===== config.mk =====
export PLATFORM = sky130hd
export DESIGN_NAME = imm_operand_encoder
export DESIGN_NICKNAME = d
export VERILOG_FILES = /design/src/rtl/arm_pkg.sv /design/src/rtl/imm_rot_check.sv /design/src/rtl/imm_operand_encoder.sv
export SDC_FILE = /design/constraint.sdc
export NUM_CORES = 1
export LEC_CHECK = 0
export ABC_AREA = 1
export ABC_CLOCK_PERIOD_IN_PS = 3200
export CELL_PAD_IN_SITES_DETAIL_PLACEMENT = 0
export CELL_PAD_IN_SITES_GLOBAL_PLACEMENT = 1
export CORE_AREA = 2 2 114 116
export DETAILED_ROUTE_END_ITERATION = 10
export DIE_AREA = 0 0 116 118
export GPL_TIMING_DRIVEN = 0
export PLACE_DENSITY_LB_ADDON = 0.1
export SYNTH_ARGS = -nofsm -noshare
export SYNTH_HDL_FRONTEND = slang
export SYNTH_SLANG_ARGS = --single-unit

===== constraint.sdc =====
create_clock -name clk -period 3.2 [get_ports clk]
set_input_delay 0.32 -clock clk [delete_from_list [all_inputs] [get_ports clk]]
set_output_delay 0.32 -clock clk [all_outputs]
set_load 0.05 [all_outputs]

===== src/rtl/arm_pkg.sv =====
// Shared definitions for the ARM immediate-operand encoder.
// Field widths for {rotate_imm, imm8}, the encoder FSM states and the
// search phase (plain constant vs. its bitwise inverse for MVN).
package arm_pkg;

    localparam int ROT_W      = 4;
    localparam int IMM8_W     = 8;
    localparam int SHIFT_OP_W = ROT_W + IMM8_W;
    localparam int NUM_ROT    = 1 << ROT_W;

    typedef enum logic [1:0] {
        IDLE   = 2'd0,
        SEARCH = 2'd1,
        DONE   = 2'd2
    } imm_enc_state_t;

    typedef enum logic {
        PLAIN = 1'b0,
        INV   = 1'b1
    } phase_t;

endpackage


===== src/rtl/imm_rot_check.sv =====
// Combinational check of one candidate rotation.
// Rotates cand left by 2*r; if the result fits in 8 bits then
// ROR(imm8, 2*r) == cand and {r, imm8} is a legal immediate field.
module imm_rot_check
    import arm_pkg::*;
(
    input  logic [31:0]       cand,
    input  logic [ROT_W-1:0]  r,
    output logic              match,
    output logic [IMM8_W-1:0] imm8
);

    logic [4:0]  sh;
    logic [5:0]  sh_back;
    logic [31:0] t;

    // A right shift by 32 yields zero, so r=0 is a plain identity.
    assign sh      = {r, 1'b0};
    assign sh_back = 6'd32 - {1'b0, sh};
    assign t       = (cand << sh) | (cand >> sh_back);

    assign match = ~|t[31:IMM8_W];
    assign imm8  = t[IMM8_W-1:0];

endmodule


===== src/rtl/imm_operand_encoder.sv =====
// Encodes a 32-bit constant as the 12-bit data-processing immediate
// {rotate_imm, imm8}, preferring the plain value over its inverse and the
// smallest rotation, and reports the result over a start/done handshake.
// Optional build macro: IMM_ENC_PARALLEL_EN -- when defined, all 32
// candidates are checked in one cycle; otherwise one candidate per cycle.
module imm_operand_encoder
    import arm_pkg::*;
(
    input  logic                  clk,
    input  logic                  rst_n,
    input  logic                  start,
    input  logic [31:0]           value,
    output logic                  busy,
    output logic                  done,
    output logic                  valid,
    output logic                  inv,
    output logic [SHIFT_OP_W-1:0] shift_operand
);

    imm_enc_state_t        state_q, state_d;
    logic [31:0]           value_q, value_d;
    logic                  valid_q, valid_d;
    logic                  inv_q, inv_d;
    logic [SHIFT_OP_W-1:0] shift_q, shift_d;

    // Search result for the current cycle and whether the candidate space
    // is exhausted once this cycle fails.
    logic                  srch_hit;
    logic                  srch_inv;
    logic [SHIFT_OP_W-1:0] srch_shift;
    logic                  srch_last;

    logic                  accept;

    assign accept = (state_q == IDLE) && start;

`ifdef IMM_ENC_PARALLEL_EN
    logic [2*NUM_ROT-1:0] par_match;
    logic [IMM8_W-1:0]    par_imm8 [2*NUM_ROT];

    // Candidate index k: bit 4 selects the inverse phase, bits 3:0 the
    // rotation, so ascending k is exactly the required priority order.
    for (genvar g = 0; g < 2 * NUM_ROT; g++) begin : g_cand
        imm_rot_check u_chk (
            .cand  ((g >= NUM_ROT) ? ~value_q : value_q),
            .r     (ROT_W'(g % NUM_ROT)),
            .match (par_match[g]),
            .imm8  (par_imm8[g])
        );
    end

    // Priority-encode: scan downwards so the lowest matching index wins.
    always_comb begin
        srch_hit   = 1'b0;
        srch_inv   = 1'b0;
        srch_shift = '0;
        for (int k = 2 * NUM_ROT - 1; k >= 0; k--) begin
            if (par_match[k]) begin
                srch_hit   = 1'b1;
                srch_inv   = k[ROT_W];
                srch_shift = {ROT_W'(k), par_imm8[k]};
            end
        end
    end

    assign srch_last = 1'b1;
`else
    logic [ROT_W-1:0]  r_q, r_d;
    phase_t            phase_q, phase_d;
    logic [31:0]       cand;
    logic              chk_match;
    logic [IMM8_W-1:0] chk_imm8;

    assign cand = (phase_q == INV) ? ~value_q : value_q;

    imm_rot_check u_chk (
        .cand  (cand),
        .r     (r_q),
        .match (chk_match),
        .imm8  (chk_imm8)
    );

    assign srch_hit   = chk_match;
    assign srch_inv   = (phase_q == INV);
    assign srch_shift = {r_q, chk_imm8};
    assign srch_last  = (r_q == ROT_W'(NUM_ROT - 1)) && (phase_q == INV);

    // Rotation/phase walker: r runs 0..15 in PLAIN, then again in INV.
    always_comb begin
        r_d     = r_q;
        phase_d = phase_q;
        if (accept) begin
            r_d     = '0;
            phase_d = PLAIN;
        end else if ((state_q == SEARCH) && !srch_hit) begin
            if (r_q != ROT_W'(NUM_ROT - 1)) begin
                r_d = r_q + ROT_W'(1);
            end else if (phase_q == PLAIN) begin
                r_d     = '0;
                phase_d = INV;
            end
        end
    end

    // Walker registers.
    always_ff @(posedge clk or negedge rst_n) begin
        if (!rst_n) begin
            r_q     <= '0;
            phase_q <= PLAIN;
        end else begin
            r_q     <= r_d;
            phase_q <= phase_d;
        end
    end
`endif

    // FSM next state and result updates.
    always_comb begin
        state_d = state_q;
        value_d = value_q;
        valid_d = valid_q;
        inv_d   = inv_q;
        shift_d = shift_q;
        case (state_q)
            IDLE: begin
                if (start) begin
                    value_d = value;
                    valid_d = 1'b0;
                    inv_d   = 1'b0;
                    state_d = SEARCH;
                end
            end
            SEARCH: begin
                if (srch_hit) begin
                    valid_d = 1'b1;
                    inv_d   = srch_inv;
                    shift_d = srch_shift;
                    state_d = DONE;
                end else if (srch_last) begin
                    valid_d = 1'b0;
                    inv_d   = 1'b0;
                    shift_d = '0;
                    state_d = DONE;
                end
            end
            DONE:    state_d = IDLE;
            default: state_d = IDLE;
        endcase
    end

    // Control and result registers; reset aborts any search at once.
    always_ff @(posedge clk or negedge rst_n) begin
        if (!rst_n) begin
            state_q <= IDLE;
            valid_q <= 1'b0;
            inv_q   <= 1'b0;
            shift_q <= '0;
        end else begin
            state_q <= state_d;
            valid_q <= valid_d;
            inv_q   <= inv_d;
            shift_q <= shift_d;
        end
    end

    // Captured constant; only meaningful while busy, so no reset needed.
    always_ff @(posedge clk) begin
        value_q <= value_d;
    end

    assign busy          = (state_q != IDLE);
    assign done          = (state_q == DONE);
    assign valid         = valid_q;
    assign inv           = inv_q;
    assign shift_operand = shift_q;

endmodule


Word-level counts from Yosys, hierarchy flattened --
Cells that the tools add are included.
Storage, ports and cells: register bits 53, output and inout port bits 16, word-level logic and storage cells 56
Operators by class: add/subtract/negate cells 2, equal/unequal tests 9, shifts and indexed selects 2, mux-type cells 20, bitwise gates (word level) 2, reduce and logical (&&, ||, !) cells 14
Operator list (count):
- 2-to-1 mux 32 bit | 1
- NOT 32 bit | 1
- OR 32 bit | 1
- left shift 32 x 5 -> 32 bit | 1
- >> shifter 32 x 6 -> 32 bit | 1
- 2-to-1 mux 12 bit | 2
- OR reduction 24 bit | 1
- 2-to-1 mux 4 bit | 4
- AND reduction 2 bit | 5
- 2-to-1 mux 1 bit | 7
- 2-to-1 mux 2 bit | 3
- inequality test 2 bit, second input constant | 3
- nonzero test 2 bit | 3
- subtractor 6 x 5 -> 6 bit, first input constant | 1
- adder 4 x 1 -> 4 bit, second input constant | 1
- == test 4 bit, second input constant | 1
- inequality test 4 bit, second input constant | 1
- case mux 1 bit (2 select lines) | 2
- case mux 2 bit (2 select lines) | 1
- logical AND 1 bit | 3
- inequality test 3 x 2 -> 1 bit, second input constant | 1
- inequality test 3 bit, second input constant | 1
- AND reduction 3 bit | 1
- == test 2 x 1 -> 1 bit, second input constant | 1
- other kinds (2) | 2

Longest topological paths before layout --
Gate-level depths: netlist (run 1).
depth after elaboration 8, mapped depth 21

By module --
Synthesis (run 1) repeated with hierarchy kept, for this count alone.
Unflattened totals: cell total of the unflattened synthesis 611, area, all modules 4290.4 µm²
By module, submodules not included:
- imm_operand_encoder | instances 1, cells an instance 179, area each 2210.9 µm², sequential area each 1486.4 µm²
- imm_rot_check | instances 1, cells an instance 432, area each 2079.5 µm², sequential area each 0.0 µm²

Worst setup path after synthesis (run 1) --
No wires, ideal clock.
kind reg-to-reg, start reg state_q[1], end reg r_q[0], library setup time 0.122 ns, data arrival time 2.887 ns, data required time 3.078 ns, slack 0.191 ns, cell stages (with the launch flop) 9, path buffers 0, period minus slack after synthesis 3.009 ns, path through dfrtp_1 nor2_1 inv_1 nor2_1 inv_1 nand2_1 inv_1 nand4_1 nand2_1
On the way: longest elaborated chain between the ends 4
RTL lines:
- start, declared | line imm_operand_encoder.sv:20 | imm_enc_state_t state_q, state_d;
- start signal, assigned | line imm_operand_encoder.sv:159 | state_q <= state_d;
- zero test 2 bit (*) | line imm_operand_encoder.sv:35 | assign accept = (state_q == IDLE) && start;
- logical AND 1 bit (*) | line imm_operand_encoder.sv:35
- via accept | line imm_operand_encoder.sv:33 | logic accept;
- inequality test 3 x 2 -> 1 bit (no line) or nonzero test 2 bit (tied branches)
- AND reduction 2 bit (no line)
- end signal, assigned | line imm_operand_encoder.sv:111 | r_q <= r_d;
- end, declared | line imm_operand_encoder.sv:68 | logic [ROT_W-1:0] r_q, r_d;
Mark *: on every way through the listed nets, which the timed path passes. The rest lies on a longest branch. A chain may end at the register's enable or synchronous reset.

Worst setup path after layout (run 1) --
start reg r_q[0], end reg shift_q[7], in the netlist shift_operand[7]
On the way: longest elaborated chain between the ends 6
RTL lines:
- subtractor 6 x 5 -> 6 bit | line imm_rot_check.sv:19 | assign sh_back = 6'd32 - {1'b0, sh};
- >> shifter 32 x 6 -> 32 bit | line imm_rot_check.sv:20 | assign t = (cand << sh) | (cand >> sh_back);
- OR 32 bit | line imm_rot_check.sv:20
- OR reduction 24 bit | line imm_rot_check.sv:22 | assign match = ~|t[31:IMM8_W];
- inequality test 2 bit (no line)
- AND reduction 2 bit (no line)
- end signal, assigned | line imm_operand_encoder.sv:162 | shift_q <= shift_d;
- end, declared | line imm_operand_encoder.sv:24 | logic [SHIFT_OP_W-1:0] shift_q, shift_d;
Parallel ways exist; a longest one is shown, timed or not.

==> results of run 1 <==
## where the power goes
group	switching (uW)	total [uW]	internal (uW)
clock network	275	616	340
logic	3020	4410	1390
registers	69.0	929	860
## layer usage
metal	routed length, um	track usage (%)
met5	0	0
met4	535	9.08
met3	990	4.53
met2	7620	39.4
met1	7750	35.7
## worst paths after layout
kind | from | cells after the start | end | slack [ns]
worst max-delay path | r_q[0] | 17 | shift_operand[7] | 0.24
worst min-delay path | inv | 2 | inv | 0.47
worst max register to register | r_q[0] | 17 | shift_operand[7] | 0.24
worst min register to register | inv | 2 | inv | 0.47
max in group asynchronous | rst_n | 1 | r_q[1] | 2.03
min in group asynchronous | rst_n | 1 | shift_operand[10] | 0.53
## cells in the mapped netlist
library cell    n  share of area, %
o2111ai_1       3              0.53
inv_2           5              0.38
nand3_1       132                13
and2_1          2              0.25
nor2_2         10               1.3
o21ai_0        18               1.8
buf_6          10               2.3
clkbuf_1        4              0.31
xor2_4          1              0.56
o32ai_1         1              0.18
buf_2           8              0.81
buf_12          1              0.41
nor2_4          4              0.92
buf_8           2              0.61
nand3_2        25               5.1
inv_6           1              0.18
nor3b_1         1              0.15
o211ai_1        2              0.31
nand2_2        27               3.4
xor2_1          2              0.36
inv_1          52               4.0
o22ai_1         2              0.25
nand2_4         6               1.4
nor2_1         41               3.1
buf_4           4              0.61
clkbuf_8        1              0.28
a211oi_1        2              0.31
nand2_8         2              0.81
buf_1           3              0.23
nor2_8          1              0.41
o31ai_1         3              0.46
o311ai_0        1              0.18
nand2_1       235                18
edfxtp_1       32                20
clkinv_1        1             0.076
nand4_1        11               1.4
o21ai_1        20               2.0
clkinv_4        1              0.18
a21oi_1        18               1.8
inv_4           1              0.13
clkbuf_4        1              0.15
ha_1            2              0.51
nor3_1          2              0.20
dfrtp_1        21                11
## flip-flops by register name (all words and copies together), names as in the netlist
register	flops
valid	1
phase_q	1
state_q	2
r_q	4
inv	1
shift_operand	12
value_q	32
## worst reg2reg max path: stages, from the launching register on
cell      delay (ns)
dfrtp_1         0.38
buf_4           0.17
inv_6           0.18
ha_1            0.29
clkbuf_4        0.20
clkbuf_4        0.23
o21ai_1         0.26
nand2_1         0.08
nand2_1         0.08
nand3_1         0.09
o21ai_1         0.16
nand2_2         0.09
nor2_4          0.18
nand2_4         0.12
nand2_8         0.11
nand2_8         0.09
nand2_2         0.10
nand2_1         0.05
## cell families (layout without fill, tap and decap cells)
group	Yosys count	after routing	synth area share, %
flops	53	53	30.2
buf+inv	95	152	10.6
xor+xnor	3	3	0.916
fa+ha+maj	2	2	0.509
simple gates	499	499	49.8
compound gates	70	70	7.91
## metrics by stage
step / setup TNS (ns) / util [%]
2_1_floorplan: 0 / -
3_3_place_gp: -20.75 / 45.4
3_5_place_dp: -5.75 / 45.7
4_1_cts: 0 / 47.0
5_1_grt: 0 / 47.1
6_report: 0 / 47.1
## final cells by class
cell class              instances  area share, %
plain buffers                  32           4.92
clock buffers                   6           2.57
clock inverters                 2          0.257
inverters                      61           4.17
multi-input cells             574           49.9
flip-flops and latches         53           25.5
well taps                     172           3.68
repair buffers                 51           9.03
## what timing repair did
action                                  in CTS  in global routing
hold buffers                                 0                  0
gates cloned                                 0                  0
endpoints found under the setup margin      21                 21
resized for setup                            5                  9
==> flow_summary.ini, run 1 <==
[status]
status = completed

[worst_setup_path]
end_kind = register
cp_top_family = simple AND/OR/NAND/NOR gates
crit_type = reg2reg
cp_num_buf_inv = 4
cpPeakStageDelay_ns = 0.38
arrival_ns = 3.17
crit_chain = buf_4, inv_6, ha_1, clkbuf_4, clkbuf_4, o21ai_1, nand2_1, nand2_1, nand3_1, o21ai_1, nand2_2, nor2_4, nand2_4, nand2_8, nand2_8, nand2_2, nand2_1
path_max_fanout = 17
worst_setup_path_start_kind = register
crit_top_cell = nand2_1
required_ns = 3.41
cpMaxStageDelayCell = dfrtp_1

[clock_tree]
tritoncts = done
cts_buffers = 5
clk_pin_slew_worst_paths_ns = 0.07
clk_path_buf_depth = 2
clk_latency_ns = 0.31
htree_levels = 2
post_cts_buffers = 0
root_buffer = clkbuf_16
cts.sinks = 53

[route]
drc = 0
antenna_left = 0
firstDrtPassIters = 5
wl_per_cell_um = 17.8
vias = 5055
dr.first_iter.drc_count = 343
drt_wl_total_mm = 16.9
routed_via_density = 5.32

[cells_and_area]
nFillCells = 1361
syn2layout_area_growth_pct = 18.9
layout_commonest_cell = nand2_1
final_cells = 951
multi_input_area_um2 = 2920
regArea_um2 = 1490
num_antenna_cells = 0
layout-drive-gt1-share_pct = 16.0
final_cell_mix = 235 x nand2_1, 132 x nand3_1, 51 x inv_1, 50 x clkdlybuf4s50_1, 40 x nor2_1
fin_area_um2 = 5840
fin_nets = 815

[synth]
ys_seq_area_share_pct = 30.2
syn_nets = 759
netlist_instances = 722
synth_area_um2 = 4920
avgSynthCellArea_um2 = 6.81
synth_cell_types = 44
synth_seq_cells = 53
yosys_warnings = 0

[sta]
grt_setup_unrepaired = false
period_minus_slack_ns = 2.96
hold_viol = 0
clock_skew_ns = 0.00552
setup_viol = 0
max_freq_mhz = 337
slew_viol_final = 0
tightest_slew_ns = 0.947
whs_ns = 0.471
postLayoutSetupSlackWorst_ns = 0.235
relSlewSlack_pct = 36.7
fin_crit_sh_pct = 92.7

[placed_design]
place_ws_ns = -0.346
post-place-cells = 945
gp_congestion = 0.936
io_buffers = 50
placed_cell_area_um2 = 5670
dpl.hpwl_mm = 13.5

[floorplanning]
start_util_pct = 39.6
dieWidth_um = 116
die-area_um2 = 13700
core-area_um2 = 12400
die_y_um = 118
fp-row-count = 41
ios = 51

[grt]
grt_pass1_wl_mm = 26.4
grt_pass1_vias = 4794
groute.usage.overall_pct = 25.5
overflow = 0
grt_max_degree = 22
grt_antenna_before_repair = 0

[pwr]
p_per_area_nw_per_um2 = 1020
power_leakage_uw = 0.00282
vdd_drop_max_v = 0.000373
power_uw = 5960

[run]
drv_cap = 0

[hold_path]
hold_path_class = reg2reg
(Power assumes the default switching activity.)
==> inputs of run 2 (changes only) <==
--- a/config.mk
+++ b/config.mk
@@ -13,6 +13,7 @@
 export DETAILED_ROUTE_END_ITERATION = 10
 export DIE_AREA = 0 0 116 118
 export GPL_TIMING_DRIVEN = 0
+export MAX_ROUTING_LAYER = met4
 export PLACE_DENSITY_LB_ADDON = 0.1
 export SYNTH_ARGS = -nofsm -noshare
 export SYNTH_HDL_FRONTEND = slang
==> flow_summary.ini, run 2 (synthesis gave the netlist of run 1 again) <==
[clock_tree]
root_buffer = clkbuf_16
tritoncts = done
htree_levels = 2
clk_pin_slew_worst_paths_ns = 0.08
clk_latency_ns = 0.32
cts.sinks = 53
cts_hold_buf = 0
clk_path_buf_depth = 2
cts_buffers = 5

[grt]
grt_pass1_vias = 4966
grt_pass1_wl_mm = 27.3
grt_antenna_before_repair = 0
groute.usage.overall_pct = 27.3
grt_max_degree = 22
overflow = 0

[route]
drt_wl_total_mm = 17.5
wl_per_cell_um = 18.4
firstDrtPassIters = 5
routed_via_density = 5.30
drc = 0
dr.first_iter.drc_count = 404
routed.top_layer = met4
antenna_left = 0
wl_met1_mm = 8.01
dr_wl_met3_um = 895
vias = 5043
route.met2.wl_mm = 8.12

[pwr]
p_per_area_nw_per_um2 = 1030
power_uw = 6010
power_leakage_uw = 0.00283
vdd_drop_max_v = 0.000372

[cells_and_area]
fin_area_um2 = 5860
largest_register = value_q
num_antenna_cells = 0
layout-drive-gt1-share_pct = 15.9
syn2layout_area_growth_pct = 19.2
final_cell_mix = 235 x nand2_1, 132 x nand3_1, 51 x inv_1, 50 x clkdlybuf4s50_1, 40 x nor2_1
utilization_pct = 47.2
layout_commonest_cell = nand2_1
fin_nets = 815
largest_reg_flops = 32

[placed_design]
dpl.hpwl_mm = 14.0
gp_congestion = 0.917
place_ws_ns = -0.291
placed_cell_area_um2 = 5670
io_buffers = 50

[run]
drv_cap = 0

[floorplanning]
start_util_pct = 39.6
ios = 51
core-area_um2 = 12400
die-area_um2 = 13700
die_y_um = 118
fp-row-count = 41
dieWidth_um = 116

[sta]
period_minus_slack_ns = 2.96
clock_skew_ns = 0.00678
postLayoutSetupSlackWorst_ns = 0.242
slew_viol_final = 0
hold_viol = 0
tightest_slew_ns = 0.936
relSlewSlack_pct = 37.4
fin_crit_sh_pct = 92.4
max_freq_mhz = 338
setup_viol = 0

[worst_setup_path]
path_max_fanout = 17
rr_worst_depth = 16
r2r_setup_slack_ns = 0.24
startpoint = r_q[0]
reg2reg_from = r_q[0]
end_kind = register
crit_end = shift_operand[11]
crit_type = reg2reg
required_ns = 3.41
r2r-end = shift_operand[11]
worst_setup_path_start_kind = register
arrival_ns = 3.17

[status]
status = completed

[hold_path]
hold_path_class = reg2reg
hold_path_depth = 2
run 2: changes by cell type in the layout (fill, tap and decap cells not counted), sizes merged:
cell    change
buf         +2
clkinv      -1
clkbuf      -1
run 2: layer usage:
metal,up-vias,track usage [%]
met3,25,3.50
met5,-,-
li1,2516,-
met2,161,42.4
met4,0,8.85
met1,2341,36.7
run 2: through the flow:
step / hold slack (ns) / TNS, ns / cells
global route: 0.507 / -0.00524 / 951
finish: 0.483 / 0 / 951
floorplan: 0.0244 / 0 / 722
CTS: 0.487 / 0 / 952
detailed placement: 0.467 / -4.23 / 945
global placement: 0.455 / -19.78 / 944
run 2: layout make-up:
class | instances | area, um2
fillers | 1324 | 6550
multi-input cells | 574 | 2920
flip-flops and latches | 53 | 1490
repair buffers | 51 | 528
plain buffers | 32 | 288
inverters | 61 | 244
well taps | 172 | 215
clock buffers | 7 | 175
clock inverters | 1 | 8.76
run 2: where the power goes:
group	leakage (uW)	switching [uW]	internal [uW]
Clock	0.0000908	285	389
Sequential	0.000583	69.7	860
Combinational	0.00215	3020	1390
run 2: worst max-delay path, cell delays in order, from the launching register on:
cell and delay, ns:
dfrtp_1 0.38, buf_4 0.18, inv_6 0.17, ha_1 0.30, xor2_4 0.28, clkbuf_1 0.40
a21oi_1 0.08, nor2_1 0.14, nand2_1 0.08, nand3_1 0.08, nand2_2 0.07, nor2_4 0.19
nand2_4 0.12, nand2_8 0.11, nand2_8 0.09, nand2_1 0.10, nand2_1 0.05
run 2: repair_timing:
| action | 4_1_cts | 5_1_grt |
|---|---|---|
| pin swaps | 0 | 0 |
| gates cloned | 0 | 0 |
| hold endpoints to repair | 0 | 0 |
| endpoints found under the setup margin | 21 | 21 |
| buffers inserted | 0 | 0 |
| gates resized for setup | 4 | 10 |
run 2: how the worst min path moves through the flow:
stage / from / end
final: inv / inv
after detailed placement: inv / inv
after floorplan: rst_n / inv
after CTS: inv / inv
after global placement: inv / inv
after global routing: shift_operand[7] / shift_operand[7]
